--- config.mk ---
export PLATFORM = sky130hd
export DESIGN_NAME = branch_redirect_ctrl
export DESIGN_NICKNAME = d
export VERILOG_FILES = /design/src/rtl/branch_redirect_ctrl.sv
export SDC_FILE = /design/constraint.sdc
export NUM_CORES = 1
export LEC_CHECK = 0
export CORE_MARGIN = 3
export CORE_UTILIZATION = 34
export CTS_BUF_LIST = sky130_fd_sc_hd__clkbuf_2 sky130_fd_sc_hd__clkbuf_4 sky130_fd_sc_hd__clkbuf_8
export DETAILED_ROUTE_END_ITERATION = 10
export PLACE_DENSITY = 0.66
export RECOVER_POWER = 100
export SLEW_MARGIN = 40
export SYNTH_ARGS = -nofsm -noshare
export SYNTH_HDL_FRONTEND = slang
export SYNTH_SLANG_ARGS = --single-unit
--- constraint.sdc ---
create_clock -name clk_i -period 2.5 [get_ports clk_i]
set_clock_uncertainty 0.15 [all_clocks]
set_input_delay 0.25 -clock clk_i [delete_from_list [all_inputs] [get_ports clk_i]]
set_output_delay 0.25 -clock clk_i [all_outputs]
set_load 0.01 [all_outputs]
--- src/rtl/branch_redirect_ctrl.sv ---
// Branch/jump redirect controller: computes the EX target, requests a fetch
// redirect, then flushes the front-end for a fixed number of cycles.
module branch_redirect_ctrl #(
  parameter int FLUSH_CYCLES = 2,
  parameter bit SUPPORT_C    = 1'b1
) (
  input  logic        clk_i,
  input  logic        rst_i,
  input  logic        instr_valid_EX,
  input  logic        jump_EX,
  input  logic        jalr_EX,
  input  logic        branch_EX,
  input  logic        branch_taken_EX,
  input  logic [31:0] bt_a_operand_i,
  input  logic [31:0] bt_b_operand_i,
  input  logic        kill_i,
  input  logic        redirect_ready_i,
  output logic        redirect_valid_o,
  output logic [31:0] redirect_target_o,
  output logic        flush_ID_o,
  output logic        stall_EX_o,
  output logic        misaligned_exc_o,
  output logic [31:0] exc_tval_o,
  output logic [15:0] redirect_cnt_o
);

  typedef enum logic [1:0] {
    IDLE,
    REDIRECT,
    FLUSH
  } state_t;

  localparam logic [2:0] FLUSH_LOAD = 3'(FLUSH_CYCLES);

  state_t      state;
  logic [2:0]  fcnt;
  logic [15:0] cnt;
  logic [31:0] sum;
  logic [31:0] target;
  logic        take;
  logic        misaligned;

  assign take = instr_valid_EX
              & (jump_EX | (branch_EX & branch_taken_EX));

  assign sum = bt_a_operand_i + bt_b_operand_i;

  // JALR clears bit 0 of the computed address
  assign target = (jump_EX & jalr_EX)
                ? {sum[31:1], 1'b0}
                : sum;

  assign misaligned = SUPPORT_C
                    ? target[0]
                    : (target[1:0] != 2'b00);

  assign redirect_cnt_o = cnt;

  always_ff @(posedge clk_i or posedge rst_i) begin
    if (rst_i) begin
      state             <= IDLE;
      fcnt              <= 3'd0;
      cnt               <= 16'd0;
      redirect_valid_o  <= 1'b0;
      redirect_target_o <= 32'd0;
      flush_ID_o        <= 1'b0;
      stall_EX_o        <= 1'b0;
      misaligned_exc_o  <= 1'b0;
      exc_tval_o        <= 32'd0;
    end else begin
      misaligned_exc_o <= 1'b0;
      if (kill_i) begin
        state            <= IDLE;
        fcnt             <= 3'd0;
        redirect_valid_o <= 1'b0;
        flush_ID_o       <= 1'b0;
        stall_EX_o       <= 1'b0;
      end else begin
        unique case (state)
          IDLE: begin
            if (take) begin
              if (misaligned) begin
                misaligned_exc_o <= 1'b1;
                exc_tval_o       <= target;
              end else begin
                state             <= REDIRECT;
                redirect_target_o <= target;
                redirect_valid_o  <= 1'b1;
                stall_EX_o        <= 1'b1;
              end
            end
          end
          REDIRECT: begin
            if (redirect_valid_o && redirect_ready_i) begin
              state            <= FLUSH;
              fcnt             <= FLUSH_LOAD;
              redirect_valid_o <= 1'b0;
              flush_ID_o       <= 1'b1;
              if (cnt != 16'hFFFF)
                cnt <= cnt + 16'd1;
            end
          end
          FLUSH: begin
            if (fcnt == 3'd1) begin
              state      <= IDLE;
              fcnt       <= 3'd0;
              flush_ID_o <= 1'b0;
              stall_EX_o <= 1'b0;
            end else begin
              fcnt <= fcnt - 3'd1;
            end
          end
          default: begin
            state            <= IDLE;
            fcnt             <= 3'd0;
            redirect_valid_o <= 1'b0;
            flush_ID_o       <= 1'b0;
            stall_EX_o       <= 1'b0;
          end
        endcase
      end
    end
  end

endmodule

==> results.yml <==
logic_synthesis:
  ys_seq_area_share_pct: 42.27
  synth.avg_cell_area_um2: 9.014
  synth.top_cell.area_share_pct: 42.27
  synth_area_leaders: "dfrtp_1 (42%), ha_1 (9.1%), nand2_1 (7.4%)"
  synth_area_um2: 5210
  async_flop_share_pct: 100.0
  ys_warn_count: 0
  synth_nets: 690
  synth.largest_area_cell: "dfrtp_1"
  synthCells: 578
  ys_ff_latch: 88
  synth_edf_count: 0
  ys_types: 54
  yosys_most_used_dff: "dfrtp_1"
min_path:
  holdCritPathClass: "reg2reg"
layout:
  fin_area_um2: 7933
  antenna_cells: 0
  areaGrowthSynthToFinish_pct: 52.26
  drive_above_1_share_pct: 17.62
  nets: 913
  nFillCells: 1327
power:
  p_leak_uw: 0.003663
  power_frac_seq_pct: 37.7
  p_sw_uw: 2241
  p_clk_share_pct: 16.6
  p_int_uw: 3911
  irDropWorstVdd_v: 0.0002794
  pwr_density_cell_nw_per_um2: 775.4
  power_frac_comb_pct: 45.7
  swShare_pct: 36.43
clocking:
  cts_tree: "done"
  clock_sinks: 88
  htreeDepth: 3
  cts_root_buf: "clkbuf_8"
  clock_latency_ns: 0.36
  clockBufferDepth: 2
  cts.clk_slew.worst_paths_ns: 0.09
  cts_made_buffers: 9
routing:
  dr.pass1.iters: 4
  drt-wirelength-per-cell_um: 15.38
  viasPerCell: 5.041
  drtIter0Drc: 264
  drc: 0
  routed-via-count: 4991
  wirelength_mm: 15.23
  postRouteAntennaNets: 0
global_routing:
  grt_pass1_wl_mm: 24.38
  grt_max_degree: 64
  grt_pass1_vias: 5019
  antenna_found_initial: 0
  grt_remaining_overflow: 0
  grt_usage_pct: 18.19
sta:
  slew_headroom_pct: 17.76
  slew_viol_final: 0
  worst_slew_pin_slew_ns: 1.227
  post-route-period-util_pct: 97.13
  max_freq_mhz: 411.8
  timing.final.crit_period_ns: 2.428
  rsz0062_at_grt: "true"
  setup_viol: 0
  setup-tns-final_ns: 0
  hold_violations: 0
  setup_slack_ns: 0.07165
floorplanning:
  rows: 44
  die-area_um2: 16850
  io_pins: 157
  die_h_um: 129.8
  start_util_pct: 35.31
  die_x_um: 129.8
  core_um2: 14750
place:
  place.gp.congestion: 0.8430
  detailed_place_hpwl_mm: 12.09
  dpl_worst_slack_ns: -0.5367
  dpl_cell_area_um2: 7536
  io_buffers: 155
job:
  cap_viol_max_count: 0
worst_setup_path:
  crit_chain: "clkdlybuf4s50_1 -> ha_4 -> a21oi_2 -> o221a_2 -> o211ai_1 -> a31oi_1 -> buf_4 -> a31oi_4 -> buf_4 -> xnor2_2 -> o21ai_0"
  crit_required_ns: 2.59
  cpPeakStageDelay_ns: 0.52
  slowest_stage: "clkdlybuf4s50_1"
  cpMostUsedCell: "buf_4"
  cp-start-kind: "input port"
  crit_type: "in2reg"
  reg2reg_slack_ns: 0.29
  cp.arrival_ns: 2.52
  end_kind: "flip-flop"
  worstPathMaxFanout: 3
run_status:
  status: "complete, no violations"
## cells by family (layout without fill, tap and decap cells)
| family | after synthesis | in the layout | synth area share, % |
|---|---|---|---|
| mux | 4 | 4 | 0.8405 |
| compound gates | 173 | 173 | 20.17 |
| flops | 88 | 88 | 42.27 |
| simple gates | 189 | 189 | 16.64 |
| fa+ha+maj | 39 | 39 | 9.510 |
| buf+inv | 41 | 269 | 3.266 |
| other cells | 1 | 1 | 0.07198 |
| xor+xnor | 43 | 43 | 7.229 |
## registers in the layout (all words and copies together) (netlist names)
| signal | count |
|---|---|
| misaligned_exc_o | 1 |
| state | 2 |
| flush_ID_o | 1 |
| redirect_valid_o | 1 |
| stall_EX_o | 1 |
| redirect_cnt_o | 16 |
| exc_tval_o | 32 |
| redirect_target_o | 31 |
| fcnt | 3 |
## power groups by stage
| stage | clock, uW | combinational (uW) | sequential (uW) |
|---|---|---|---|
| floorplan | 0 | 997 | 2550 |
| global placement | 0 | 2910 | 2350 |
| detailed placement | 0 | 2970 | 2380 |
| CTS | 1050 | 2990 | 2350 |
| global route | 1110 | 3100 | 2390 |
| finish | 1020 | 2810 | 2320 |
## placed cells by master (no fill, tap or decap), types with 5 or more instances in the layout
| cell type | instances |
|---|---|
| o211ai_1 | 5 |
| ha_4 | 6 |
| a21oi_1 | 32 |
| nor2_1 | 20 |
| dfrtp_1 | 88 |
| nor3_1 | 10 |
| o21ai_1 | 7 |
| a21o_1 | 7 |
| o31ai_1 | 5 |
| clkbuf_8 | 10 |
| o21bai_1 | 6 |
| nand2b_1 | 5 |
| inv_1 | 15 |
| nand4_1 | 16 |
| a21oi_2 | 7 |
| nand2_1 | 103 |
| ha_1 | 31 |
| buf_4 | 78 |
| clkdlybuf4s50_1 | 66 |
| o21a_1 | 8 |
| nand3_1 | 10 |
| dlymetal6s2s_1 | 5 |
| xnor2_1 | 24 |
| dlygate4sd3_1 | 84 |
| xor2_1 | 17 |
| o21ai_0 | 66 |
## repair_timing
| action | 4_1_cts | 5_1_grt |
|---|---|---|
| setup endpoints to repair | 21 | 29 |
| buffers inserted | 1 | 1 |
| gates resized for setup | 8 | 32 |
| pin swaps | 6 | 13 |
| hold buffers | 0 | 0 |
## path summary, 6_finish.rpt
kind / startpoint / end / cells after the start
max in group asynchronous: rst_i / redirect_target_o[2] / 3
min: exc_tval_o[0] / exc_tval_o[0] / 1
max: bt_a_operand_i[3] / exc_tval_o[31] / 11
min in group asynchronous: rst_i / stall_EX_o / 2
max reg2reg: redirect_cnt_o[6] / redirect_cnt_o[1] / 6
min reg2reg: exc_tval_o[0] / exc_tval_o[0] / 1
## metrics by stage
stage / power [uW] / std cells / hold WS [ns] / utilization (%)
finish: 6151 / 990 / 0.3142 / 53.77
global route: 6605 / 990 / 0.3410 / 53.77
CTS: 6398 / 989 / 0.1619 / 52.73
detailed placement: 5353 / 972 / 0.3022 / 51.08
global placement: 5263 / 972 / 0.2986 / 51.08
floorplan: 3551 / 578 / 0.3067 / -
## layout make-up
cell class,count,area (um^2),area share [%]
inverter,16,61.31,0.7729
timing repair buffer,237,2215,27.92
sequential,88,2202,27.76
clock inverter,6,67.56,0.8517
tap,184,230.2,2.902
clock buffer,10,137.6,1.735
multi-input combinational,449,3019,38.06
## per-layer routing
metal / GRT usage (%) / share of wire [%] / vias to the layer above
met3: 3.029 / 5.5 / 24
li1: - / - / 2484
met2: 30.57 / 48 / 140
met4: 5.929 / 2.0 / 0
met1: 23.97 / 45 / 2343
met5: 0 / 0 / -
## synth_stat cells, drive strengths merged (2+ instances only)
cell	instances
nand2	104
dfrtp	88
o21ai	77
a21oi	40
ha	38
xnor2	25
nor2	21
xor2	18
clkbuf	17
inv	16
nand4	16
nand3	12
nor3	11
buf	8
o21a	8
a21o	7
o21bai	6
o31ai	6
a31oi	5
nand2b	5
o211ai	5
and3	4
nor2b	4
a21boi	3
and4	3
mux2	3
or2	3
a211o	2
a211oi	2
nor3b	2
or3	2
## critical path: cells and delay by family
kind	cells	cell delay (ns)
AO/OA/AOI/OAI	6	1.03
XOR/XNOR	1	0.15
adder cells (fa/ha/maj)	1	0.23
buffers and inverters	3	0.85
Power figures use the tool's default switching activity.
==> RTL change 1 (same settings) <==
Register the output `redirect_cnt_o` once more, with the module's reset; this adds one clock of latency there. The other outputs are not delayed to match.
--- a/src/rtl/branch_redirect_ctrl.sv
+++ b/src/rtl/branch_redirect_ctrl.sv
@@ -54,7 +54,13 @@
                     ? target[0]
                     : (target[1:0] != 2'b00);
 
-  assign redirect_cnt_o = cnt;
+  always_ff @(posedge clk_i or posedge rst_i) begin
+    if (rst_i) begin
+      redirect_cnt_o <= '0;
+    end else begin
+      redirect_cnt_o <= cnt;
+    end
+  end
 
   always_ff @(posedge clk_i or posedge rst_i) begin
     if (rst_i) begin
Function: changed (a bounded check fails within 4 cycles, from zero or initial values and one cycle with rst_i high).
==> RTL change 1 against the unedited design <==
First-iteration DRC count grew 4.2%. Count of clock-buffer cells in the layout shrank 1. Power shrank 3.6%. Synthesized area grew 10%. Worst hold slack lost 57 ps. Design area grew 7.2%. Sequential cell count grew 16. Setup slack gained 39 ps. Die area grew 9.7%. Wire length grew 10%. Critical path type unchanged. Critical endpoint is now redirect_target_o[29]. Largest power group is now registers. Highest routed layer unchanged.
==> RTL change 1: results (changes against the unedited design) <==
Run status
  – Outcome: finished, final reports clean

CTS
  – H-Tree Depth: 3 (unchanged)
  – Clock Path Buffers: 2 (unchanged)
  – Clk_lat worst skew: 380 ps (+20 ps)
  – Root Driver: clkbuf_8
  – Clk slew on worst S/H paths: 110 ps (+20 ps)
  – Setup repair bufs after CTS: 0 (-1)

Synthesis
  – Mapped Nets: 731 (+5.9%)
  – Top FF cell, synth: dfrtp_1
  – Mux cell area share after synthesis: 0.915% (+0.075 points)
  – Seq/Total Area, Yosys: 45.3% (+3.1 points)
  – Adder-Cell Fraction of Synth Area: 8.63% (-0.88 points)
  – Synth Area in XOR/XNOR: 6.26% (-0.97 points)
  – Ranking of synthesized cells by area: dfrtp_1 45%, ha_1 8.3%, nand2_1 7.0%
  – Synth Warn #: 0 (unchanged)
  – Post-synthesis compound-gate area fraction: 19.7% (-0.49 points)
  – Synth cell count leaders: 107 x nand2_1, 104 x dfrtp_1, 66 x o21ai_0, 46 x a21oi_1, 38 x ha_1
  – Netlist cell types: 61 (+13%)

Routing
  – Post-Route WL: 16.8 mm (+10%)
  – First DRT Iteration DRCs: 275 (+4.2%)
  – Highest routed layer: met4
  – Routed length on met2: 7.90 mm (+8.4%)
  – Via density: 4.92 (-2.4%)
  – Number of iterations in the first detailed-routing pass: 5 (+1)
  – Met1 WL: 7.69 mm (+13%)
  – Met3 WL: 794 um (-5.3%)

Power
  – Lkg Pwr: 4.01 nW (+9.6%)
  – Max VDD drop: 0.398 mV (+43%)

Cells and area
  – Layout filler cell count: 1512 (+14%)
  – Layout cells sized above 1: 15.9% (-1.8 points)
  – Final net count: 977 (+7.0%)
  – Antenna cells: 0 (unchanged)
  – Largest regs: exc_tval_o (32), redirect_target_o (31)

Timing
  – Slew HR: 24.0% (+6.2 points)

Placement
  – IO buf count: 155 (unchanged)
  – Routability cong.: 0.846 (+0.39%)
  – HPWL Detailed: 13.4 mm (+11%)

GRT
  – First-pass GRT wire length: 27.4 mm (+12%)
  – Largest net degree at the start of global routing: 51 (-20%)
  – Vias in the first global route: 5410 (+7.8%)
  – Initial antenna violation count: 0 (unchanged)
  – Total GRT Usage: 18.7% (+0.47 points)

Worst setup path
  – Worst-path fanout max: 5 (+2)
  – Worst path arrival time: 2510 ps (about the same)

Worst hold path
  – Hold crit path type: in -> async
==> RTL change 1: final cells by class <==
type	count	area (um^2)	area share (%)
clock buffer	9	124	1.46
clock inverter	7	101	1.19
inverter	19	72.6	0.853
multi-input combinational	474	3020	35.5
sequential	104	2600	30.6
tap	216	270	3.18
timing repair buffer	257	2320	27.3
==> RTL change 1: final timing paths <==
kind	from	endpoint	slack, ps	cells past startpoint
hold reg to reg	cnt[1]	redirect_cnt_o[1]	290	0
setup reg to reg	cnt[4]	cnt[8]	210	6
hold / removal	rst_i	redirect_cnt_o[13]	260	2
setup / recovery	bt_a_operand_i[4]	redirect_target_o[29]	110	10
min in group clk_i	bt_b_operand_i[1]	redirect_target_o[1]	280	4
max in group asynchronous	rst_i	redirect_target_o[30]	380	3
==> RTL change 1: power breakdown <==
group	switching [mW]	total (mW)	internal, mW
combinational	1.13	2.35	1.22
clock	0.619	1.19	0.575
sequential	0.256	2.38	2.13
==> RTL change 1: cell families after synthesis <==
family                   count (synthesis)
AND/OR/NAND/NOR                        204
AO/OA/AOI/OAI                          184
flip-flops                             104
XOR/XNOR                                41
buffers and inverters                   41
adder cells (fa/ha/maj)                 39
multiplexers                             5
other                                    1
==> RTL change 1: per-layer routing <==
metal / global-route usage [%] / up-vias
li1: - / 2690
met1: 25.6 / 2505
met2: 30.1 / 126
met3: 2.81 / 20
met4: 6.66 / 0
met5: 0 / -
==> RTL change 1: worst max-delay path, cell delays in order <==
cell,delay (ps)
clkdlybuf4s50_1,470
ha_2,300
a21o_1,200
a31o_2,250
o21ai_4,200
a2111oi_4,100
buf_4,170
o21ai_1,270
mux2i_1,220
nand2_1,60
==> RTL change 1: metrics by stage <==
| stage | utilization [%] | hold WS [ps] | std cells | setup WS [ps] | instance area [um^2] |
|---|---|---|---|---|---|
| after floorplan | - | 236 | 619 | 106 | 5740 |
| after global placement | 51.2 | 260 | 1070 | -535 | 8290 |
| after detailed placement | 51.2 | 265 | 1070 | -584 | 8290 |
| after CTS | 52.8 | 48.6 | 1086 | 1.71 | 8550 |
| after global routing | 52.6 | 291 | 1086 | 10.7 | 8510 |
| final | 52.6 | 258 | 1086 | 111 | 8510 |
==> RTL change 1: timing repair <==
item                       CTS  global route
setup endpoints to repair   12            23
pin swaps                   10            12
gates resized for setup      9            11
==> RTL change 2 (config.mk and constraints unchanged) <==
Without the edit above. The parameter `SUPPORT_C` goes from 1'b1 to 1'b0.
--- a/src/rtl/branch_redirect_ctrl.sv
+++ b/src/rtl/branch_redirect_ctrl.sv
@@ -2,7 +2,7 @@
 // redirect, then flushes the front-end for a fixed number of cycles.
 module branch_redirect_ctrl #(
   parameter int FLUSH_CYCLES = 2,
-  parameter bit SUPPORT_C    = 1'b1
+  parameter bit SUPPORT_C    = 1'b0
 ) (
   input  logic        clk_i,
   input  logic        rst_i,
Formal check against the unedited RTL: not equivalent (a bounded check fails within 4 cycles, from zero or initial values and one cycle with rst_i high).
==> RTL change 2 against the unedited design <==
Wire length up 8.7%. Worst hold slack better by 15 ps. Power up 2.6%. Setup slack worse by 22 ps. Synthesized area up 5.3%. Sequential cell count up 1. Design area up 7.5%. Fmax down 0.90%. First-iteration DRC count up 4.5%. Critical path type unchanged. Largest cell class unchanged. Largest power group unchanged. Highest routed layer unchanged.
==> RTL change 2: results (changes against the unedited design) <==
Cells and area
  – Multi-input gates: 488 (+8.7%)
  – Fin util: 55.1% (+1.3 points)
  – Final net count: 986 (+8.0%)
  – Nonclk buf count: 270 (+14%)
  – Clock-cell share of area: 2.76% (+0.17 points)
  – Reg area: 2230 um^2 (+1.1%)
  – Area of the multi-input gates: 3340 um^2 (+11%)
  – Layout cells sized above 1: 20.0% (+2.4 points)
  – Layout filler cell count: 1375 (+3.6%)
  – NonClk Buf Share: 28.1% (+0.20 points)

Worst setup path
  – Reg-to-reg endpoint: flush_ID_o
  – Reg-to-reg setup timing slack: 210 ps (-80 ps)
  – Worst path arrival time: 2590 ps (+70 ps)
  – Slowest stage cell on the critical path: a2111oi_4
  – RR Startpoint: state[1]
  – Worst-path fanout max: 4 (+1)

Routing
  – Post-Route WL: 16.6 mm (+8.7%)
  – Routed length on met2: 8.13 mm (+12%)
  – Met1 WL: 7.45 mm (+9.4%)
  – Met3 WL: 698 um (-17%)
  – First DRT Iteration DRCs: 276 (+4.5%)
  – Via count: 5416 (+8.5%)
  – Via density: 4.97 (-1.4%)

Placement
  – Dpl cells: 1066 (+9.7%)
  – IO buf count: 156 (+0.65%)
  – Routability cong.: 0.904 (+7.2%)
  – Placed cell area: 8040 um^2 (+6.7%)
  – Pre-CTS setup slack: -538 ps (-1.29 ps)
  – HPWL Detailed: 13.1 mm (+8.6%)

GRT
  – First-pass GRT wire length: 27.1 mm (+11%)
  – Total GRT Usage: 18.5% (+0.30 points)
  – GR Util met1: 24.3% (+0.31 points)
  – Met2 Use GR: 32.4% (+1.8 points)
  – Met3 Use GR: 2.32% (-0.71 points)
  – Vias in the first global route: 5537 (+10%)
  – Largest net degree at the start of global routing: 90 (+41%)

Timing
  – Final hold slack: 329 ps (+15.1 ps)
  – Slew HR: 17.1% (-0.71 points)

Synthesis
  – Netlist cell types: 61 (+13%)
  – Synth cell count leaders: 102 x nand2_1, 89 x dfrtp_1, 68 x o21ai_0, 40 x a21oi_1, 38 x ha_1
  – Adder-Cell Fraction of Synth Area: 9.03% (-0.48 points)
  – Mapped Nets: 731 (+5.9%)
  – Seq/Total Area, Yosys: 40.6% (-1.7 points)
  – Synthesized flop and latch total: 89 (+1.1%)
  – Synth Area in XOR/XNOR: 6.22% (-1.0 points)
  – Post-Synthesis Cells: 619 (+7.1%)
  – Mux cell area share after synthesis: 1.41% (+0.57 points)

CTS
  – Clk_lat worst skew: 350 ps
  – Setup repair bufs after CTS: 4 (+3)
  – Cts repair resizes: 23 (+15)

Power
  – Clock group: 1.14 mW (+12%)
  – Seq pwr share: 36.4% (-1.3 points)
  – P_sw: 2.28 mW (+1.7%)
  – Sw Share: 36.1% (-0.32 points)
  – Lkg Pwr: 3.96 nW (+8.0%)
  – Max VDD drop: 0.292 mV (+4.6%)

Worst hold path
  – Hold endpoint: redirect_target_o[22]
  – Min-Delay Startpoint: redirect_target_o[22]
  – Worst hold path cell count: 2 (+1)

Run status
  – Outcome: finished, final reports clean
[RTL change 2: cell types whose count changed after synthesis, sizes merged, moves of 5 or more]
cell | unedited run | this run
and2 | 0 | 5
a21o | 7 | 14
and3 | 4 | 9
nand3 | 12 | 17
xnor2 | 25 | 17
nor2 | 21 | 35
o21ai | 77 | 71
[RTL change 2: worst max-delay path by stage]
| stage | end | depth (start not counted) | slack (ps) | from |
|---|---|---|---|---|
| 2_1_floorplan | redirect_target_o[31] | 9 | 80 | bt_a_operand_i[18] |
| 3_5_place_dp | redirect_target_o[31] | 9 | -540 | bt_a_operand_i[1] |
| 5_1_grt | redirect_target_o[27] | 10 | -20 | bt_b_operand_i[5] |
| 4_1_cts | redirect_target_o[31] | 9 | 3 | bt_a_operand_i[8] |
| 3_3_place_gp | exc_tval_o[28] | 10 | -450 | bt_a_operand_i[0] |
| 6_report | redirect_target_o[27] | 10 | 50 | bt_a_operand_i[5] |
